### src/rtl/decode_cycle.sv
// decode_cycle: RV32I decode stage with control decode, a 32x32 register file, immediate extension and the ID/EX register.
// Optional macro DECODE_RF_BYPASS_EN: a read of the register being written this cycle returns ResultW (write-through).
module decode_cycle #(
    parameter int XLEN  = 32,
    parameter int NREGS = 32
) (
    input  logic            clk,
    input  logic            rst,
    input  logic [31:0]     InstrD,
    input  logic [XLEN-1:0] PCD,
    input  logic [XLEN-1:0] PCPlus4D,
    input  logic            FlushE,
    input  logic            RegWriteW,
    input  logic [4:0]      RDW,
    input  logic [XLEN-1:0] ResultW,
    output logic            RegWriteE,
    output logic            MemWriteE,
    output logic            JumpE,
    output logic            BranchE,
    output logic            ALUSrcE,
    output logic [1:0]      ResultSrcE,
    output logic [2:0]      ALUControlE,
    output logic [XLEN-1:0] RD1E,
    output logic [XLEN-1:0] RD2E,
    output logic [XLEN-1:0] ImmExtE,
    output logic [4:0]      Rs1E,
    output logic [4:0]      Rs2E,
    output logic [4:0]      RdE,
    output logic [XLEN-1:0] PCE,
    output logic [XLEN-1:0] PCPlus4E
);

    localparam logic [6:0] OP_LW   = 7'b0000011;
    localparam logic [6:0] OP_SW   = 7'b0100011;
    localparam logic [6:0] OP_R    = 7'b0110011;
    localparam logic [6:0] OP_IALU = 7'b0010011;
    localparam logic [6:0] OP_BEQ  = 7'b1100011;
    localparam logic [6:0] OP_JAL  = 7'b1101111;

    typedef enum logic [2:0] {
        IMM_NONE,
        IMM_I,
        IMM_S,
        IMM_B,
        IMM_J
    } immSel_t;

    logic [6:0]      opcode;
    logic [2:0]      funct3;
    logic [6:0]      funct7;
    logic [4:0]      rs1;
    logic [4:0]      rs2;
    logic [4:0]      rd;

    assign opcode = InstrD[6:0];
    assign funct3 = InstrD[14:12];
    assign funct7 = InstrD[31:25];
    assign rs1    = InstrD[19:15];
    assign rs2    = InstrD[24:20];
    assign rd     = InstrD[11:7];

    // funct3 -> ALU operation shared by R-type and I-ALU; anything else is not supported.
    logic       f3Legal;
    logic [2:0] f3Alu;

    always_comb begin
        f3Legal = 1'b1;
        f3Alu   = 3'b000;
        case (funct3)
            3'b000:  f3Alu = 3'b000;
            3'b111:  f3Alu = 3'b010;
            3'b110:  f3Alu = 3'b011;
            3'b010:  f3Alu = 3'b101;
            default: f3Legal = 1'b0;
        endcase
    end

    logic       regWrite;
    logic       memWrite;
    logic       jump;
    logic       branch;
    logic       aluSrc;
    logic [1:0] resultSrc;
    logic [2:0] aluControl;
    immSel_t    immSel;

    always_comb begin
        regWrite   = 1'b0;
        memWrite   = 1'b0;
        jump       = 1'b0;
        branch     = 1'b0;
        aluSrc     = 1'b0;
        resultSrc  = 2'b00;
        aluControl = 3'b000;
        immSel     = IMM_NONE;
        case (opcode)
            OP_LW: begin
                if (funct3 == 3'b010) begin
                    regWrite  = 1'b1;
                    aluSrc    = 1'b1;
                    resultSrc = 2'b01;
                    immSel    = IMM_I;
                end
            end
            OP_SW: begin
                if (funct3 == 3'b010) begin
                    memWrite = 1'b1;
                    aluSrc   = 1'b1;
                    immSel   = IMM_S;
                end
            end
            OP_R: begin
                // Only funct7 = 0 or the sub encoding (0100000 with funct3 = 000) are legal.
                if (f3Legal && (funct7 == 7'b0000000 ||
                               (funct7 == 7'b0100000 && funct3 == 3'b000))) begin
                    regWrite   = 1'b1;
                    aluControl = funct7[5] ? 3'b001 : f3Alu;
                end
            end
            OP_IALU: begin
                if (f3Legal) begin
                    regWrite   = 1'b1;
                    aluSrc     = 1'b1;
                    aluControl = f3Alu;
                    immSel     = IMM_I;
                end
            end
            OP_BEQ: begin
                if (funct3 == 3'b000) begin
                    branch     = 1'b1;
                    aluControl = 3'b001;
                    immSel     = IMM_B;
                end
            end
            OP_JAL: begin
                jump      = 1'b1;
                regWrite  = 1'b1;
                resultSrc = 2'b10;
                immSel    = IMM_J;
            end
            default: ;
        endcase
    end

    logic [31:0] immExt;

    always_comb begin
        immExt = 32'd0;
        case (immSel)
            IMM_I:   immExt = {{20{InstrD[31]}}, InstrD[31:20]};
            IMM_S:   immExt = {{20{InstrD[31]}}, InstrD[31:25], InstrD[11:7]};
            IMM_B:   immExt = {{20{InstrD[31]}}, InstrD[7], InstrD[30:25], InstrD[11:8], 1'b0};
            IMM_J:   immExt = {{12{InstrD[31]}}, InstrD[19:12], InstrD[20], InstrD[30:21], 1'b0};
            default: immExt = 32'd0;
        endcase
    end

    // Register file: flops rather than RAM because every entry must clear on reset.
    logic [XLEN-1:0] regRead [NREGS];

    assign regRead[0] = '0;

    genvar gi;
    generate
        for (gi = 1; gi < NREGS; gi++) begin : gRegs
            logic [XLEN-1:0] entry;

            always_ff @(posedge clk or negedge rst) begin
                if (!rst) begin
                    entry <= '0;
                end else if (RegWriteW && RDW == 5'(gi)) begin
                    entry <= ResultW;
                end
            end

            assign regRead[gi] = entry;
        end
    endgenerate

    logic [XLEN-1:0] rd1;
    logic [XLEN-1:0] rd2;

`ifdef DECODE_RF_BYPASS_EN
    assign rd1 = (RegWriteW && RDW != 5'd0 && RDW == rs1) ? ResultW : regRead[rs1];
    assign rd2 = (RegWriteW && RDW != 5'd0 && RDW == rs2) ? ResultW : regRead[rs2];
`else
    assign rd1 = regRead[rs1];
    assign rd2 = regRead[rs2];
`endif

    always_ff @(posedge clk or negedge rst) begin
        if (!rst) begin
            RegWriteE   <= 1'b0;
            MemWriteE   <= 1'b0;
            JumpE       <= 1'b0;
            BranchE     <= 1'b0;
            ALUSrcE     <= 1'b0;
            ResultSrcE  <= 2'b00;
            ALUControlE <= 3'b000;
            RD1E        <= '0;
            RD2E        <= '0;
            ImmExtE     <= '0;
            Rs1E        <= 5'd0;
            Rs2E        <= 5'd0;
            RdE         <= 5'd0;
            PCE         <= '0;
            PCPlus4E    <= '0;
        end else if (FlushE) begin
            RegWriteE   <= 1'b0;
            MemWriteE   <= 1'b0;
            JumpE       <= 1'b0;
            BranchE     <= 1'b0;
            ALUSrcE     <= 1'b0;
            ResultSrcE  <= 2'b00;
            ALUControlE <= 3'b000;
            RD1E        <= '0;
            RD2E        <= '0;
            ImmExtE     <= '0;
            Rs1E        <= 5'd0;
            Rs2E        <= 5'd0;
            RdE         <= 5'd0;
            PCE         <= '0;
            PCPlus4E    <= '0;
        end else begin
            RegWriteE   <= regWrite;
            MemWriteE   <= memWrite;
            JumpE       <= jump;
            BranchE     <= branch;
            ALUSrcE     <= aluSrc;
            ResultSrcE  <= resultSrc;
            ALUControlE <= aluControl;
            RD1E        <= rd1;
            RD2E        <= rd2;
            ImmExtE     <= XLEN'(immExt);
            Rs1E        <= rs1;
            Rs2E        <= rs2;
            RdE         <= rd;
            PCE         <= PCD;
            PCPlus4E    <= PCPlus4D;
        end
    end

endmodule
### config.mk
export PLATFORM = sky130hd
export DESIGN_NAME = decode_cycle
export DESIGN_NICKNAME = d
export VERILOG_FILES = /design/src/rtl/decode_cycle.sv
export SDC_FILE = /design/constraint.sdc
export NUM_CORES = 2
export LEC_CHECK = 0
export BUFFER_PORTS_ARGS = -buffer_cell sky130_fd_sc_hd__buf_2
export CORE_ASPECT_RATIO = 0.8
export CORE_MARGIN = 2
export CORE_UTILIZATION = 40
export DETAILED_ROUTE_END_ITERATION = 8
export SETUP_SLACK_MARGIN = 0.1
export SLEW_MARGIN = 15
export SYNTH_ARGS = -nofsm -noshare
export SYNTH_HDL_FRONTEND = slang
export SYNTH_SLANG_ARGS = --single-unit
export TNS_END_PERCENT = 30
### constraint.sdc
create_clock -name clk -period 1.3 [get_ports clk]
set_input_delay 0.065 -clock clk [delete_from_list [all_inputs] [get_ports clk]]
set_output_delay 0.065 -clock clk [all_outputs]
set_load 0.02 [all_outputs]
==> tab_implementation.tex <==
\begin{tabular}{lr}
\hline
Metric & Value \\
\hline
\multicolumn{2}{l}{\textbf{Yosys}} \\
\quad Ys async rst share & 1.00 \\
\quad Most area-hungry cell type in the Yosys netlist & dfrtp\_1 \\
\quad Fraction of the yosys area taken by sequential cells & 0.501 \\
\quad Count of unique library cells instantiated by Yosys & 55 \\
\quad Top cell type's share of synthesized area & 0.501 \\
\quad Count of mapped cells out of synthesis & 4009 \\
\quad Synth Flop Type & dfrtp\_1 \\
\quad Nets in the synthesized netlist & 4146 \\
\quad Synthesized area per cell & 14.5 µm² \\
\quad Synth Warn \# & 0 \\
\quad Flip-flop and latch count after synthesis & 1166 \\
\quad Count of flip-flops with a built-in enable after synthesis & 0 \\
\quad Summed instance area of the synthesized netlist & 0.0583 mm² \\
\quad Dominant cells by area after synthesis & dfrtp\_1 (50\%), mux2\_2 (20\%), mux4\_2 (15\%), mux2i\_1 (3.6\%), a22oi\_1 (1.8\%) \\
\multicolumn{2}{l}{\textbf{Route}} \\
\quad Detailed-route via count & 40300 \\
\quad Wire length reported by the detailed router & around 190 mm \\
\quad Remaining DRCs & 0 \\
\quad Routed WL per cell & about 28 µm \\
\quad Routed vias/inst & 5.83 \\
\quad Pre-antenna DRT Iters & 5 \\
\quad Final ANT Viol Nets & 0 \\
\quad DR iter-0 viols & 3259 \\
\multicolumn{2}{l}{\textbf{Clock tree}} \\
\quad Clock net sink count & around 1200 \\
\quad Clock Tree Root & clkbuf\_16 \\
\quad Maximum level of the CTS H-tree & 4 \\
\quad Total clock buffers created by CTS & 131 \\
\quad Clk buf depth & 3 \\
\quad Clk\_lat worst skew & 0.78 ns \\
\quad Clock input transition at the sequential cells of the worst setup and hold paths & 0.06 ns \\
\quad CTS tree & done \\
\multicolumn{2}{l}{\textbf{Power}} \\
\quad Worst-case vdd ir drop & 1.22 mV \\
\quad Pwr/cell area & 1470 mW/mm² \\
\quad Leak Pwr & 34.2 nW \\
\quad Total power draw & 111 mW \\
\multicolumn{2}{l}{\textbf{Final layout}} \\
\quad Area of the multi-input gates & 0.0284 mm² \\
\quad Share of cells above drive strength 1 & 0.569 \\
\quad FF+latch area & 0.0292 mm² \\
\quad Filler Cells Inserted & 12000 \\
\quad Area grow syn2layout & 30.2\% \\
\quad Post-route core utilization & 0.524 \\
\quad Number of nets in the final layout & 5042 \\
\multicolumn{2}{l}{\textbf{Setup path}} \\
\quad Data required time of the critical path & 1.95 ns \\
\quad Crit Path Class & flop to flop \\
\quad Type of origin of the critical path & flop \\
\quad CP Capture Type & flop \\
\quad Data arrival time at the worst-slack endpoint & 2.38 ns \\
\quad CP Max Fanout & 2 \\
\multicolumn{2}{l}{\textbf{STA}} \\
\quad Slew margin rel. & 0.536 \\
\quad Max Clk Rate & 580 MHz \\
\quad Worst Slack Setup Final & -0.424 ns \\
\quad Final TNS setup & -35.89 ns \\
\quad Hold violation total from the final report & 10 \\
\quad Minimum clock period after layout & 1.72 ns \\
\quad Final worst clock skew & roughly 0.032 ns \\
\quad Least-Margin Pin Slew & 0.694 ns \\
\quad Hold Worst Slack & -0.191 ns \\
\quad Post-route fraction of the period consumed by the critical path & 1.33 \\
\quad Pins over their slew limit & 0 \\
\quad Final setup violation count & around 270 \\
\quad Unrepaired setup endpoints after global routing & yes \\
\multicolumn{2}{l}{\textbf{Die}} \\
\quad Number of top-level design ports & approximately 320 \\
\quad Die Y-Extent & between 300 and 400 µm \\
\quad Area of the die & 0.149 mm² \\
\quad Initial Util & 0.402 \\
\quad Die width & 431 µm \\
\quad Standard cell core area & 0.145 mm² \\
\quad Row count & 125 \\
\multicolumn{2}{l}{\textbf{Global route}} \\
\quad First-pass GRT wire length & 287 mm \\
\quad Number of antenna violations at the first check in global routing & 6 \\
\quad Tot GR Track Use & 0.259 \\
\quad Largest net degree at the start of global routing & 78 \\
\quad Vias in the first global route & 41900 \\
\quad GR Overflow Total & 0 \\
\multicolumn{2}{l}{\textbf{Job}} \\
\quad Number of violations of the max-capacitance limit & 0 \\
\multicolumn{2}{l}{\textbf{Placed design}} \\
\quad Total half-perimeter wirelength after legalization and detailed placement & 130 mm \\
\quad GPL Wtd Cong & 0.859 \\
\quad Port buffer count & roughly 320 \\
\multicolumn{2}{l}{\textbf{Status}} \\
\quad Violations in the final reports & hold timing, setup timing \\
\quad Status & finished, violations left \\
\multicolumn{2}{l}{\textbf{Worst hold path}} \\
\quad Min-Delay Path Class & input pin to flop \\
\hline
\end{tabular}
metal layers:
| metal | part of all wire | global-route usage | wire (µm) |
|---|---|---|---|
| met5 | 0.00015 | 0 | 28 |
| met4 | 0.031 | 0.0818 | 5980 |
| met3 | 0.056 | 0.0452 | 10800 |
| met2 | 0.47 | 0.407 | 90300 |
| met1 | 0.44 | 0.365 | 85400 |
logic make-up after synthesis:
group	Yosys count	share of synthesized area
flops	1166	0.501
xor+xnor	1	0.000150
simple gates	448	0.0387
buf+inv	429	0.0337
mux	1631	0.385
compound gates	334	0.0418
power breakdown:
group / internal (mW) / switching [mW]
combinational: 13.9 / 8.93
sequential: 42.7 / 4.60
clock: 24.9 / 16.2
Yosys cell counts (all sizes together), types with 2 or more instances:
library cell and n:
mux2 1038, a211oi 2, nand3b 4, clkbuf 218, mux2i 210, inv 12
nor2 99, nand4b 3, nand2 111, nand4 4, a22oi 137, buf 199
a221oi 2, o21ai 5, nor4b 2, nand2b 9, a21oi 51, a31oi 2
nor3b 6, and3 4, or4 2, mux4 383, nand3 67, o311ai 60
o221ai 18, nor4 5, o211ai 2, nor3 7, a22o 2, or2 2
o22ai 46, dfrtp 1166, or3 5, nor2b 115
critical path, cell delays in order, from the launching register on:
cell and delay, ns:
dfrtp_1 0.37, buf_4 0.13, mux4_2 0.44, mux2i_1 0.17
nand2_1 0.07, o311ai_0 0.11, buf_4 0.23, nand3_2 0.08
final timing paths:
| kind | startpoint | endpoint | slack [ns] | depth (start not counted) |
|---|---|---|---|---|
| setup / recovery | gRegs[14].entry[12] | RD2E[12] | -0.42 | 7 |
| min in group asynchronous | rst | gRegs[3].entry[1] | 0.57 | 4 |
| max in group asynchronous | rst | RD1E[17] | 0.18 | 5 |
| hold / removal | InstrD[4] | BranchE | -0.19 | 5 |
| setup reg to reg | gRegs[14].entry[12] | RD2E[12] | -0.42 | 7 |
| hold reg to reg | gRegs[14].entry[19] | gRegs[14].entry[19] | 0.50 | 1 |
flip-flops by register name, indices dropped and copies added (netlist names):
register and cells:
ALUSrcE 1, MemWriteE 1, PCE 32, RegWriteE 1, PCPlus4E 32, ImmExtE 21, RD1E 32, JumpE 1
RD2E 32, Rs1E 5, BranchE 1, ALUControlE 3, Rs2E 5, gRegs.entry 992, ResultSrcE 2, RdE 5
per-stage QoR:
stage	hold WS, ns	setup slack (ns)	std cells	cell area (µm²)
after floorplan	-0.231	-0.148	4009	59200
after global placement	-0.0188	-0.847	6510	68000
after detailed placement	-0.0187	-0.818	6510	68000
after CTS	0.000134	-0.433	6899	75500
after global routing	-0.186	-0.525	6915	75800
final	-0.191	-0.424	6916	75800
final cells by class:
| class | instances | area share |
|---|---|---|
| sequential | 1166 | 0.385 |
| tap | 1905 | 0.0314 |
| clock buffer | 179 | 0.0498 |
| inverter | 12 | 0.000594 |
| timing repair buffer | 1180 | 0.146 |
| antenna | 1 | 0.0000330 |
| clock inverter | 59 | 0.0128 |
| multi-input combinational | 2414 | 0.374 |
what timing repair did:
| item | CTS | global route |
|---|---|---|
| endpoints found under the setup margin | 249 | 276 |
| cloned | 0 | 0 |
| setup buffers | 11 | 14 |
| gates resized for setup | 289 | 43 |
| pin swaps | 43 | 27 |
| hold endpoints to repair | 2278 | 20 |
| hold buffers | 141 | 10 |
cells in the final DEF (no fill, tap or decap), drive strengths merged, types with 24 or more instances in the layout:
cell type,Yosys,final
clkbuf,218,179
a22oi,137,137
dfrtp,1166,1166
o22ai,46,46
o311ai,60,60
nand3,67,67
mux2,1038,1038
clkinv,0,24
a21oi,51,51
buf,199,1038
nor2,99,99
dlygate4sd3,0,140
nand2,111,111
mux4,383,383
mux2i,210,210
nor2b,115,115
Note: power is estimated with default switching activity, not from simulation.
